==> src/rtl/lcd_pattern_gen.sv <==
// Parametrised RGB LCD timing and test-pattern generator.
// Latency: one register stage; sync, DE, colour, coordinates and frame_start all describe the same pixel.
// Backpressure: none. The panel is free-running and every cycle emits one pixel slot.
//
// Ports: clk (pixel clock), rst_n (async active-low), mode (pattern select),
// solid_rgb (mode-3 background, {r,g,b}), lcd_hs/lcd_vs/lcd_de, lcd_r/g/b,
// active_x/active_y (pixel coordinates, 0 outside active), frame_start (pulse on pixel 0,0).
module lcd_pattern_gen #(
  parameter int H_ACTIVE = 800,
  parameter int H_FP     = 40,
  parameter int H_SYNC   = 128,
  parameter int H_BP     = 88,
  parameter int V_ACTIVE = 480,
  parameter int V_FP     = 13,
  parameter int V_SYNC   = 3,
  parameter int V_BP     = 29,
  parameter int HS_POL   = 0,
  parameter int VS_POL   = 0,
  parameter int R_W      = 5,
  parameter int G_W      = 6,
  parameter int B_W      = 5
) (
  input  logic                   clk,
  input  logic                   rst_n,
  input  logic [1:0]             mode,
  input  logic [R_W+G_W+B_W-1:0] solid_rgb,
  output logic                   lcd_hs,
  output logic                   lcd_vs,
  output logic                   lcd_de,
  output logic [R_W-1:0]         lcd_r,
  output logic [G_W-1:0]         lcd_g,
  output logic [B_W-1:0]         lcd_b,
  output logic [11:0]            active_x,
  output logic [11:0]            active_y,
  output logic                   frame_start
);

  localparam int H_TOTAL = H_ACTIVE + H_FP + H_SYNC + H_BP;
  localparam int V_TOTAL = V_ACTIVE + V_FP + V_SYNC + V_BP;

  localparam logic [11:0] H_ACT    = 12'(H_ACTIVE);
  localparam logic [11:0] V_ACT    = 12'(V_ACTIVE);
  localparam logic [11:0] H_LAST   = 12'(H_TOTAL - 1);
  localparam logic [11:0] V_LAST   = 12'(V_TOTAL - 1);
  localparam logic [11:0] HS_START = 12'(H_ACTIVE + H_FP);
  localparam logic [11:0] HS_END   = 12'(H_ACTIVE + H_FP + H_SYNC);
  localparam logic [11:0] VS_START = 12'(V_ACTIVE + V_FP);
  localparam logic [11:0] VS_END   = 12'(V_ACTIVE + V_FP + V_SYNC);
  localparam logic [11:0] BAR_W    = 12'(H_ACTIVE / 8);
  localparam logic [11:0] H_EDGE   = 12'(H_ACTIVE - 1);
  localparam logic [11:0] V_EDGE   = 12'(V_ACTIVE - 1);
  localparam logic        HS_ON    = 1'(HS_POL);
  localparam logic        VS_ON    = 1'(VS_POL);

  logic [11:0] h_cnt, v_cnt;
  logic [7:0]  frame_cnt;
  logic [11:0] bar_pos;
  logic [1:0]  mode_q;

  logic        h_wrap, v_wrap, frame_wrap, first_px;
  logic        de_c, hs_c, vs_c;
  logic [1:0]  mode_eff;
  logic [11:0] bar_idx;
  logic [12:0] bar_next;
  logic        in_bar;
  logic [R_W-1:0] pr;
  logic [G_W-1:0] pg;
  logic [B_W-1:0] pb;

  assign h_wrap     = (h_cnt == H_LAST);
  assign v_wrap     = (v_cnt == V_LAST);
  assign frame_wrap = h_wrap && v_wrap;
  assign first_px   = (h_cnt == 12'd0) && (v_cnt == 12'd0);

  assign de_c = (h_cnt < H_ACT) && (v_cnt < V_ACT);
  assign hs_c = (h_cnt >= HS_START) && (h_cnt < HS_END);
  assign vs_c = (v_cnt >= VS_START) && (v_cnt < VS_END);

  // On pixel (0,0) the live mode input is used so that a new selection is
  // already visible on the very first pixel of the frame it is latched for.
  assign mode_eff = first_px ? mode : mode_q;

  assign bar_idx  = h_cnt / BAR_W;
  assign bar_next = {1'b0, bar_pos} + 13'd4;
  // 13-bit compare keeps bar_pos+16 from wrapping near the right edge.
  assign in_bar   = ({1'b0, h_cnt} >= {1'b0, bar_pos}) &&
                    ({1'b0, h_cnt} <  ({1'b0, bar_pos} + 13'd16));

  always_comb begin
    pr = '0;
    pg = '0;
    pb = '0;
    case (mode_eff)
      2'd0: begin
        if (bar_idx < 12'd8) begin
          // Bars in order W,Y,C,G,M,R,B,K encoded as {r,g,b} on/off bits.
          case (bar_idx[2:0])
            3'd0: begin pr = '1; pg = '1; pb = '1; end
            3'd1: begin pr = '1; pg = '1;          end
            3'd2: begin          pg = '1; pb = '1; end
            3'd3: begin          pg = '1;          end
            3'd4: begin pr = '1;          pb = '1; end
            3'd5: begin pr = '1;                   end
            3'd6: begin                   pb = '1; end
            default: ;
          endcase
        end
      end
      2'd1: begin
        if ((h_cnt[4:0] == 5'd0) || (v_cnt[4:0] == 5'd0) ||
            (h_cnt == H_EDGE) || (v_cnt == V_EDGE)) begin
          pr = '1; pg = '1; pb = '1;
        end
      end
      2'd2: begin
        pr = R_W'(h_cnt >> 5);
        pg = G_W'(v_cnt >> 3);
        pb = B_W'(frame_cnt);
      end
      default: begin
        if (in_bar) begin
          pr = '1; pg = '1; pb = '1;
        end else begin
          {pr, pg, pb} = solid_rgb;
        end
      end
    endcase
  end

  always_ff @(posedge clk or negedge rst_n) begin
    if (!rst_n) begin
      h_cnt       <= '0;
      v_cnt       <= '0;
      frame_cnt   <= '0;
      bar_pos     <= '0;
      mode_q      <= '0;
      lcd_de      <= 1'b0;
      lcd_hs      <= ~HS_ON;
      lcd_vs      <= ~VS_ON;
      lcd_r       <= '0;
      lcd_g       <= '0;
      lcd_b       <= '0;
      active_x    <= '0;
      active_y    <= '0;
      frame_start <= 1'b0;
    end else begin
      h_cnt <= h_wrap ? 12'd0 : h_cnt + 12'd1;
      if (h_wrap) begin
        v_cnt <= v_wrap ? 12'd0 : v_cnt + 12'd1;
      end
      if (first_px) begin
        mode_q <= mode;
      end
      if (frame_wrap) begin
        frame_cnt <= frame_cnt + 8'd1;
        bar_pos   <= (bar_next < {1'b0, H_ACT}) ? bar_next[11:0] : 12'd0;
      end
      lcd_de      <= de_c;
      lcd_hs      <= hs_c ? HS_ON : ~HS_ON;
      lcd_vs      <= vs_c ? VS_ON : ~VS_ON;
      lcd_r       <= de_c ? pr : '0;
      lcd_g       <= de_c ? pg : '0;
      lcd_b       <= de_c ? pb : '0;
      active_x    <= de_c ? h_cnt : 12'd0;
      active_y    <= de_c ? v_cnt : 12'd0;
      frame_start <= first_px && de_c;
    end
  end

endmodule

==> config.mk <==
export PLATFORM = sky130hd
export DESIGN_NAME = lcd_pattern_gen
export DESIGN_NICKNAME = d
export VERILOG_FILES = /design/src/rtl/lcd_pattern_gen.sv
export SDC_FILE = /design/constraint.sdc
export NUM_CORES = 1
export LEC_CHECK = 0
export ABC_AREA = 1
export CAP_MARGIN = 5
export CORE_MARGIN = 4
export CORE_UTILIZATION = 51
export CTS_CLUSTER_DIAMETER = 60
export DETAILED_ROUTE_END_ITERATION = 8
export PLACE_DENSITY_LB_ADDON = 0.05
export SYNTH_ARGS = -nofsm -noshare
export SYNTH_HDL_FRONTEND = slang
export SYNTH_SLANG_ARGS = --single-unit
export TNS_END_PERCENT = 30
==> constraint.sdc <==
create_clock -name clk -period 3.3 [get_ports clk]
set_clock_uncertainty 0.15 [all_clocks]
set_input_delay 0.66 -clock clk [delete_from_list [all_inputs] [get_ports clk]]
set_output_delay 0.66 -clock clk [all_outputs]
set_load 0.05 [all_outputs]
==> summary.md, run 1 <==
| Metric | Value |
|---|---|
| Outcome | `finished, violations left` |
| Violated checks | `negative setup slack` |
| Detail Route Antenna Nets | `0` |
| Routed via count | `4,698` |
| Max cap viols | `0` |
| Arrival @ worst endpoint | `3.40 ns` |
| Worst slew pin tran | `0.699 ns` |
| Avg Inst Size Synth | `8.30 sq um` |
| I/O Buffers | `63` |
| Leak | `3.19 nW` |
| Placed insts | `834` |
| First-iteration detailed-routing DRC count | `246` |
| Die area | `0.0117 sq mm` |
| Vias in the first global route | `4,603` |
| CTS tree | `yes` |
| Fin crit period | `3.31 ns` |
| Final #Nets | `773` |
| Yosys Warn Count | `0` |
| Final GP Congestion | `0.938` |
| CTS Buf Count | `9` |
| Ys async rst share | `1.00` |
| Antenna violations before repair | `0` |
| Achievable clock frequency | `302 MHz` |
| Core ar. | `0.00977 sq mm` |
| Overall Power | `1.95 mW` |
| Top FF cell, synth | `dfrtp_1` |
| Layout cells sized above 1 | `0.179` |
| Area delta synth->final | `27.8%` |
| FF-to-FF End | `lcd_b[4]` |
| Slew headroom | `0.534` |
| Synth Register Bits | `85` |
| Largest net degree at the start of global routing | `55` |
| Max VDD drop | `0.000273 V` |
| Drt wl/cell | `15.6 um` |
| CP max FO | `7` |
| IO Pins | `64` |
| Fill count | `828` |
| Hold WC Path Type | `primary input to asynchronous set/reset pin` |
| Worst R2R Start | `h_cnt[8]` |
| R2r setup slk | `-0.01 ns` |
| Final Hold Vio Count | `0` |
| Starting Density | `0.525` |
| Ant diodes | `0` |
| RSZ-0062 raised after global routing | `true` |
| Tot GR Track Use | `0.240` |
| CP startpoint | `h_cnt[8]` |
| Crit Path Class | `flip-flop to flip-flop` |
| Clk sinks | `85` |
| GR Overflow Total | `0` |
| Die X | `108 um` |
| Dpl hpwl | `10.0 mm` |
| Post-synth EDFFs | `0` |
| Mapped Cells | `618` |
| Power Density | `297 mW/mm^2` |
| Final Non-Filler Cells | `864` |
| Row cnt | `36` |
| Routed WL | `13.5 mm` |
| R2R cell count | `24` |
| DP Area | `0.00611 sq mm` |
| Sum Neg Setup Slack | `-0.0122 ns` |
| Post-Syn Area | `0.00513 sq mm` |
| Residual DRC | `0` |
| Register area share after synthesis | `0.415` |
| Root buffer cell | `clkbuf_8` |
| Worst EP required | `3.39 ns` |
| Final Cycle Share | `1.00` |
| Post-synth cell types | `45` |
| Die Y | `108 um` |
| CTS H-tree lvls | `3` |
| Slew Limit Fails | `0` |
| Final Instance Area | `0.00656 sq mm` |
| Clk buf depth | `2` |
| Worst setup SP type | `flip-flop` |
| Clock latency on the worst-skew pair | `0.37 ns` |
| Final setup vio count | `1` |
| Vias/cell | `5.44` |
| CP Capture Type | `flip-flop` |
| First-pass GRT wire length | `22.2 mm` |
| Reg clk slew, reported paths | `0.09 ns` |
| Worst Slack Setup Final | `-0.0122 ns` |
| Initial DRT Pass Iterations | `5` |
==> cells in the mapped netlist (4+ instances only) <==
cell,count,area share
buf_2,4,0.0039
xnor2_1,5,0.0085
nand2_4,8,0.018
inv_2,4,0.0029
nor2_1,62,0.045
ha_1,27,0.066
inv_1,87,0.064
o21ai_0,17,0.017
o22ai_1,7,0.0085
o31ai_1,5,0.0073
a21oi_1,34,0.033
nand2_1,92,0.067
a211oi_1,7,0.010
nand3_2,6,0.012
o21bai_1,5,0.0073
nor3_1,23,0.022
dfrtp_1,83,0.40
a21oi_2,8,0.014
a221oi_1,7,0.012
clkbuf_1,8,0.0059
nand4_1,14,0.017
nand3_1,27,0.026
nand2_2,18,0.022
xor2_1,22,0.038
o21ai_1,4,0.0039
==> cell type report <==
cell class	instances	area, sq um	area share
inverter	94	358	0.0545
clock inverter	5	35.0	0.00534
timing repair buffer	105	960	0.146
tap	133	166	0.0254
clock buffer	11	141	0.0216
multi-input combinational	431	2770	0.422
sequential	85	2130	0.325
==> worst max path at each step <==
stage	cells after the start	end	slack, ns
after global routing	26	lcd_b[4]	-0.22
after CTS	26	lcd_b[4]	0.01
final	24	lcd_b[4]	-0.01
after floorplan	29	lcd_b[0]	0.25
after detailed placement	26	lcd_b[3]	0.02
after global placement	26	lcd_b[3]	0.16
==> metal layers <==
layer	global-route usage	vias to the layer above	part of all wire	routed length, um
met3	0.0442	38	0.064	864
met5	0	-	0	0
met4	0.0920	0	0.027	357
met2	0.397	170	0.48	6470
met1	0.315	2234	0.43	5770
li1	-	2256	-	-
==> cell usage in the layout, fill, tap and decap left out, types with 5 or more instances in the layout <==
cell              n
inv_1            86
nand3_2           5
a21oi_1          34
buf_4            41
nor3_1           22
nand3_4           5
clkbuf_8         10
dfrtp_1          81
nand2_2          13
xnor2_1           5
o22ai_1           7
nor2_4            5
a211oi_1          7
xor2_1           22
ha_1             27
nand2_4          19
o21bai_1          5
o21ai_0          16
nor2_1           59
o31ai_1           5
nand3_1          26
nand2_1          86
nand4_1          14
clkdlybuf4s50_1  62
a221oi_1          7
conb_1            5
a21oi_2           6
==> sequential cells by signal (all words and copies together), names as in the netlist, 2 cells and up <==
name / flops
frame_cnt: 5
h_cnt: 12
lcd_r: 5
mode_q: 2
lcd_g: 6
active_x: 12
active_y: 12
bar_pos: 10
v_cnt: 12
lcd_b: 5
==> power by group <==
| group | switching [mW] | internal (mW) | total, mW |
|---|---|---|---|
| clock network | 0.392 | 0.296 | 0.688 |
| registers | 0.00497 | 1.06 | 1.07 |
| logic | 0.127 | 0.0704 | 0.198 |
| total | 0.525 | 1.43 | 1.95 |
==> stage by stage <==
stage,utilization,setup slack [ns],hold slack (ns)
2_1_floorplan,-,0.254,0.214
3_3_place_gp,0.625,0.164,0.307
3_5_place_dp,0.625,0.0239,0.314
4_1_cts,0.644,0.0118,0.193
5_1_grt,0.671,-0.220,0.240
6_report,0.671,-0.0122,0.180
==> worst max-delay path: stages, from the launching register on <==
cell	delay (ns)
dfrtp_2	0.47
nor2_4	0.15
nand2_2	0.08
nand4_1	0.14
nand2_4	0.11
nand3_4	0.12
nand2_4	0.09
nand2_4	0.09
nand2_4	0.08
nor2_4	0.11
nand3_4	0.11
nand4_1	0.21
nand4_4	0.15
nand2_4	0.14
nand2_4	0.09
nand2_4	0.10
nand4_4	0.11
nand2_4	0.13
nand2_4	0.06
nand2_4	0.08
nand2_2	0.05
nor2_2	0.11
nand2_2	0.07
nand2_4	0.11
a21oi_2	0.06
==> cells by family after synthesis <==
kind of cell,count (synthesis),share of synthesized area
AND/OR/NAND/NOR,267,0.264
buffers and inverters,107,0.0800
adder cells (fa/ha/maj),27,0.0658
XOR/XNOR,27,0.0461
AO/OA/AOI/OAI,104,0.129
other,1,0.000731
flip-flops,85,0.415
==> what timing repair did <==
action,CTS,global route
gates cloned,0,1
pin swaps,0,26
gates resized for setup,1,38
buffers inserted,0,13
hold buffers,0,0
setup endpoints to repair,5,16
Note: power is estimated with default switching activity, not from simulation.
==> inputs of run 2 (changes only) <==
--- a/config.mk
+++ b/config.mk
@@ -5,7 +5,7 @@
 export SDC_FILE = /design/constraint.sdc
 export NUM_CORES = 1
 export LEC_CHECK = 0
-export ABC_AREA = 1
+export ABC_AREA = 0
 export CAP_MARGIN = 5
 export CORE_MARGIN = 4
 export CORE_UTILIZATION = 51
==> summary.md, run 2 <==
| Metric | Value |
|---|---|
| Avg Inst Size Synth | `9.10 sq um` |
| Worst path slowest cell | `dfrtp_1` |
| Post-Syn Area | `0.00520 sq mm` |
| Ant diodes | `0` |
| Vias in the first global route | `4,841` |
| Most common cell after layout, fill and taps aside | `buf_4` |
| Max cap viols | `0` |
| Switch share | `0.269` |
| First-pass GRT wire length | `24.2 mm` |
| Leak | `3.04 nW` |
| Count leader, synth | `dfrtp_1` |
| First-iteration detailed-routing DRC count | `356` |
| Register area share after synthesis | `0.410` |
| Violated checks | `negative setup slack` |
| Layout cells sized above 1 | `0.246` |
| Logic pwr share | `0.094` |
| Most frequent cells in the layout | `buf_4 (88), dfrtp_1 (79), clkdlybuf4s50_1 (62), nor2_1 (56), nand2_1 (46)` |
| Vias/cell | `5.74` |
| Worst slew pin tran | `0.714 ns` |
| Initial DRT Pass Iterations | `5` |
| Mapped Cells | `571` |
| Clk sinks | `85` |
| CTS H-tree lvls | `3` |
| Ys async rst share | `1.00` |
| Drt wl/cell | `17.5 um` |
| Sequential fraction of design power | `0.524` |
| IO Pins | `64` |
| Top FF cell, synth | `dfrtp_1` |
| Starting Density | `0.527` |
| Crit path cell chain | `buf_6 -> xor2_2 -> a22o_4 -> a211o_4 -> buf_4 -> nand2_1 -> a21boi_2 -> a2111oi_4 -> buf_6 -> buf_4 -> nor2_4 -> maj3_1 -> nand3_1 -> o311a_1 -> o2111ai_4 -> nand2_1` |
| Hold WC Path Type | `primary input to asynchronous set/reset pin` |
| Compound-Gate Fraction of Synth Area | `0.212` |
| CTS tree | `yes` |
| Final Cycle Share | `1.04` |
| WP buf/inv | `4` |
| CTS Buf Count | `9` |
| Power Density | `284 mW/mm^2` |
| Area contributors post-synth | `dfrtp_1 (40%), ha_1 (6.5%), xnor2_1 (4.4%)` |
| Final Hold Vio Count | `0` |
| Synth Area in Simple Gates | `0.198` |
| Clock latency on the worst-skew pair | `0.37 ns` |
| Slew Limit Fails | `0` |
| CP max FO | `6` |
| Reg clk slew, reported paths | `0.10 ns` |
| DP Area | `0.00649 sq mm` |
| Final #Nets | `761` |
| Sw power | `547 uW` |
| Commonest cells in the netlist | `dfrtp_1 (83), nor2_1 (60), nand2_1 (46), o21ai_0 (41), a21oi_1 (29)` |
| Root buffer cell | `clkbuf_8` |
| Max VDD drop | `0.000215 V` |
| Final setup vio count | `10` |
| CP Capture Type | `flip-flop` |
| Detail Route Antenna Nets | `0` |
| Dpl hpwl | `10.7 mm` |
| I/O Buffers | `63` |
| Fin crit period | `3.45 ns` |
| Worst EP required | `3.45 ns` |
| Post-synth cell types | `75` |
| Row cnt | `36` |
| Clock power share | `0.382` |
| Die X | `109 um` |
| Adder-Cell Fraction of Synth Area | `0.0669` |
| Overall Power | `2.03 mW` |
| Worst Slack Setup Final | `-0.146 ns` |
| GR Overflow Total | `0` |
| RSZ-0062 raised after global routing | `true` |
| Core ar. | `0.00986 sq mm` |
| Main combinational cell family by area after synthesis | `compound AO/OA/AOI/OAI gates` |
| Achievable clock frequency | `290 MHz` |
| Synth Register Bits | `85` |
| Outcome | `finished, violations left` |
| Final Instance Area | `0.00716 sq mm` |
| Post-synthesis mux area share | `0.00578` |
| Synth area leader | `dfrtp_1` |
| Worst slack, placed | `-0.303 ns` |
| Final GP Congestion | `0.923` |
| Largest net degree at the start of global routing | `56` |
| Routed via count | `4,893` |
| Arrival @ worst endpoint | `3.60 ns` |
| Slowest cell delay on critical path | `0.42 ns` |
| Slew headroom | `0.522` |
| Xor and xnor fraction of the mapped netlist area | `0.0587` |
| Worst setup SP type | `flip-flop` |
| Fill count | `736` |
| Yosys Warn Count | `0` |
| Crit Path Class | `flip-flop to flip-flop` |
| Antenna violations before repair | `0` |
| Routed WL | `14.9 mm` |
| Crit path max-delay family | `compound AO/OA/AOI/OAI gates` |
| Clk buf depth | `2` |
| Tot GR Track Use | `0.262` |
| Die Y | `109 um` |
| Residual DRC | `0` |
| Die area | `0.0119 sq mm` |
| Area delta synth->final | `37.7%` |
| Yosys top cell area share | `0.400` |
| Internal Pwr Total | `1.49 mW` |
| Post-synth EDFFs | `0` |
## run 2: cells by family after synthesis
family / after synthesis
buffers and inverters: 57
flip-flops: 85
XOR/XNOR: 34
multiplexers: 3
other: 1
AND/OR/NAND/NOR: 212
adder cells (fa/ha/maj): 28
AO/OA/AOI/OAI: 151
## run 2: final timing paths
kind	startpoint	endpoint	slack (ns)	cells past startpoint
min reg2reg	frame_cnt[4]	frame_cnt[4]	0.33	1
min	rst_n	active_y[0]	0.19	1
max in group asynchronous	rst_n	lcd_hs	2.06	2
max	h_cnt[11]	lcd_b[2]	-0.15	16
max reg2reg	h_cnt[11]	lcd_b[2]	-0.15	16
min in group clk	frame_cnt[4]	frame_cnt[4]	0.33	1
## run 2: power by group through the flow
stage | sequential [mW] | combinational (mW) | clock, mW
final | 1.07 | 0.192 | 0.778
after global routing | 1.07 | 0.206 | 0.838
after CTS | 1.07 | 0.192 | 0.788
after detailed placement | 1.09 | 0.191 | 0
after global placement | 1.09 | 0.190 | 0
after floorplan | 1.15 | 0.0276 | 0
## run 2: layout make-up
cell class	count	area, sq um	share of cell area
clock buffer	9	124	0.0173
clock inverter	7	81.3	0.0114
inverter	25	93.8	0.0131
multi-input combinational	433	3160	0.442
sequential	85	2130	0.298
tap	133	166	0.0232
timing repair buffer	160	1400	0.195
## run 2: what timing repair did
action                     CTS  global route
hold buffers                 0             0
setup buffers               10             3
pin swaps                   20            18
setup endpoints to repair   16            16
gates resized for setup     57            25
## run 2: layer usage
layer  part of all wire  routed length (um)  GRT usage  vias up
met3              0.052                 774     0.0474       23
met4              0.018                 275     0.0721        0
met2               0.50                7480      0.447      156
met1               0.43                6350      0.341     2387
met5                  0                   0          0        -
li1                   -                   -          -     2327
## run 2: through the flow
step	setup TNS (ns)	utilization	hold slack (ns)	std cells
6_report	-0.982	0.726	0.193	852
3_3_place_gp	-1.79	0.658	0.306	823
4_1_cts	-0.545	0.711	0.208	849
3_5_place_dp	-2.37	0.658	0.313	823
2_1_floorplan	-0.667	-	0.214	575
5_1_grt	-2.65	0.726	0.237	852
==> inputs of run 3 (changes only) <==
--- a/config.mk
+++ b/config.mk
@@ -6,12 +6,12 @@
 export NUM_CORES = 1
 export LEC_CHECK = 0
 export ABC_AREA = 0
-export CAP_MARGIN = 5
-export CORE_MARGIN = 4
+export CAP_MARGIN = 20
 export CORE_UTILIZATION = 51
 export CTS_CLUSTER_DIAMETER = 60
 export DETAILED_ROUTE_END_ITERATION = 8
 export PLACE_DENSITY_LB_ADDON = 0.05
+export SLEW_MARGIN = 25
 export SYNTH_ARGS = -nofsm -noshare
 export SYNTH_HDL_FRONTEND = slang
 export SYNTH_SLANG_ARGS = --single-unit
==> summary.md, run 3 (synthesized netlist as in run 2, its figures left out) <==
| Metric | Value |
|---|---|
| Routed via count | `4,929` |
| Starting Density | `0.529` |
| Final Cycle Share | `1.05` |
| Leak | `3.12 nW` |
| Fin crit period | `3.46 ns` |
| First-iteration detailed-routing DRC count | `246` |
| Final GP Congestion | `0.953` |
| Final Hold Vio Count | `0` |
| Outcome | `finished, violations left` |
| Antenna violations before repair | `0` |
| Slew headroom | `0.499` |
| Logic pwr share | `0.095` |
| Worst path slowest cell | `dfrtp_2` |
| Dpl hpwl | `10.8 mm` |
| Final Non-Filler Cells | `866` |
| I/O Buffers | `63` |
| Worst slew pin tran | `0.752 ns` |
| Sum Neg Setup Slack | `-1.49 ns` |
| Die Y | `103 um` |
| Final core occ | `0.736` |
| Die X | `103 um` |
| GR Overflow Total | `0` |
| RSZ-0062 raised after global routing | `true` |
| Worst setup SP type | `flip-flop` |
| Arrival @ worst endpoint | `3.57 ns` |
| Area of the multi-input gates | `0.00314 sq mm` |
| Final #Nets | `775` |
| Clock latency on the worst-skew pair | `0.37 ns` |
| Die area | `0.0106 sq mm` |
| CP Capture Type | `flip-flop` |
| WP buf/inv | `4` |
| CP max FO | `6` |
| Tot GR Track Use | `0.294` |
| CP dominant cell by count | `buf_4` |
| Area delta synth->final | `39.1%` |
| Clk sinks | `85` |
| Crit path cell chain | `or2_4 -> a22o_4 -> a211o_4 -> buf_6 -> nor3_4 -> nand3_1 -> nand3_2 -> buf_4 -> buf_4 -> o32a_1 -> o22a_1 -> nand4b_1 -> buf_4 -> a21o_4 -> a21oi_2 -> nor2_1` |
| Max cap viols | `0` |
| Crit Path Class | `flip-flop to flip-flop` |
| Sequential fraction of design power | `0.521` |
| Placed insts | `839` |
| Internal Pwr Total | `1.49 mW` |
| Initial DRT Pass Iterations | `5` |
| Sw power | `556 uW` |
| Ant diodes | `0` |
| Most common cell after layout, fill and taps aside | `buf_4` |
| CTS H-tree lvls | `3` |
| Violated checks | `negative setup slack` |
| Detail Route Antenna Nets | `0` |
| Drt wl/cell | `17.4 um` |
| Register area | `0.00213 sq mm` |
| Worst Slack Setup Final | `-0.163 ns` |
| Vias in the first global route | `4,772` |
| First-pass GRT wire length | `23.5 mm` |
| Max VDD drop | `0.000202 V` |
| Row cnt | `36` |
| Reg clk slew, reported paths | `0.09 ns` |
| Layout cells sized above 1 | `0.263` |
| CTS Buf Count | `9` |
| Routed WL | `15.0 mm` |
| Fill count | `773` |
| Power Density | `283 mW/mm^2` |
| CTS tree | `yes` |
| Met1 wire length | `6.79 mm` |
| Max Used Layer | `met4` |
| Slowest cell delay on critical path | `0.45 ns` |
| Metal2 WL | `7.11 mm` |
| Root buffer cell | `clkbuf_8` |
| IO Pins | `64` |
| Crit path max-delay family | `compound AO/OA/AOI/OAI gates` |
| Final setup vio count | `10` |
| Switch share | `0.272` |
| Clock power share | `0.384` |
| Worst EP required | `3.40 ns` |
| Most frequent cells in the layout | `buf_4 (106), dfrtp_1 (79), clkdlybuf4s50_1 (62), nor2_1 (55), nand2_1 (45)` |
| Hold WC Path Type | `primary input to asynchronous set/reset pin` |
| Residual DRC | `0` |
| Clk buf depth | `2` |
| Achievable clock frequency | `289 MHz` |
| Hold buffer count at CTS | `0` |
| Vias/cell | `5.69` |
| Slew Limit Fails | `0` |
| Met3 WL | `804 um` |
| Largest net degree at the start of global routing | `86` |
| Core ar. | `0.00982 sq mm` |
run 3: cell count changes in the layout (fill, tap and decap cells not counted), moves of 2 or more:
cell,previous run,this run
nor4_4,2,0
o21ai_0,36,39
a21oi_2,3,5
nor3_1,14,12
nor4_2,1,3
nor3_2,2,4
a21oi_1,26,24
buf_6,9,5
o21ai_2,2,0
a211oi_2,2,0
buf_4,88,106
run 3: cell type report:
type | instances | area share
Multi-Input combinational cell | 433 | 0.434
Sequential cell | 85 | 0.295
Timing Repair Buffer | 174 | 0.207
Tap cell | 133 | 0.0230
Clock buffer | 9 | 0.0171
Inverter | 25 | 0.0130
Clock inverter | 7 | 0.0109
run 3: path summary, 6_finish.rpt:
path / slack [ns] / depth (start not counted) / start / end
worst max-delay path: -0.16 / 16 / h_cnt[8] / lcd_r[2]
worst min-delay path: 0.19 / 1 / rst_n / active_y[8]
worst max register to register: -0.16 / 16 / h_cnt[8] / lcd_r[2]
worst min register to register: 0.34 / 1 / frame_cnt[4] / frame_cnt[4]
max in group asynchronous: 2.26 / 1 / rst_n / h_cnt[10]
min in group clk: 0.34 / 1 / frame_cnt[4] / frame_cnt[4]
run 3: timing repair:
item                                    4_1_cts  5_1_grt
endpoints found under the setup margin       16       16
setup buffers                                 9        4
gates resized for setup                      36       33
pin swaps                                    24       14
run 3: metal layers:
layer | global-route usage | vias to the layer above
met5 | 0 | -
met4 | 0.0986 | 0
met3 | 0.0576 | 31
met2 | 0.481 | 175
met1 | 0.392 | 2364
li1 | - | 2359
run 3: power by group through the flow:
stage	Combinational, mW	Clock, mW	Sequential (mW)
after floorplan	0.0276	0	1.15
after global placement	0.188	0	1.09
after detailed placement	0.189	0	1.09
after CTS	0.190	0.799	1.07
after global routing	0.208	0.837	1.07
final	0.194	0.785	1.07
run 3: stage by stage:
step	instance area (sq um)	worst slack, ns	hold WS, ns	power [mW]
finish	7230	-0.163	0.185	2.04
global route	7230	-0.338	0.234	2.11
CTS	7030	-0.102	0.338	2.06
detailed placement	6620	-0.299	0.326	1.28
global placement	6620	-0.233	0.304	1.27
floorplan	5220	-0.127	0.214	1.18
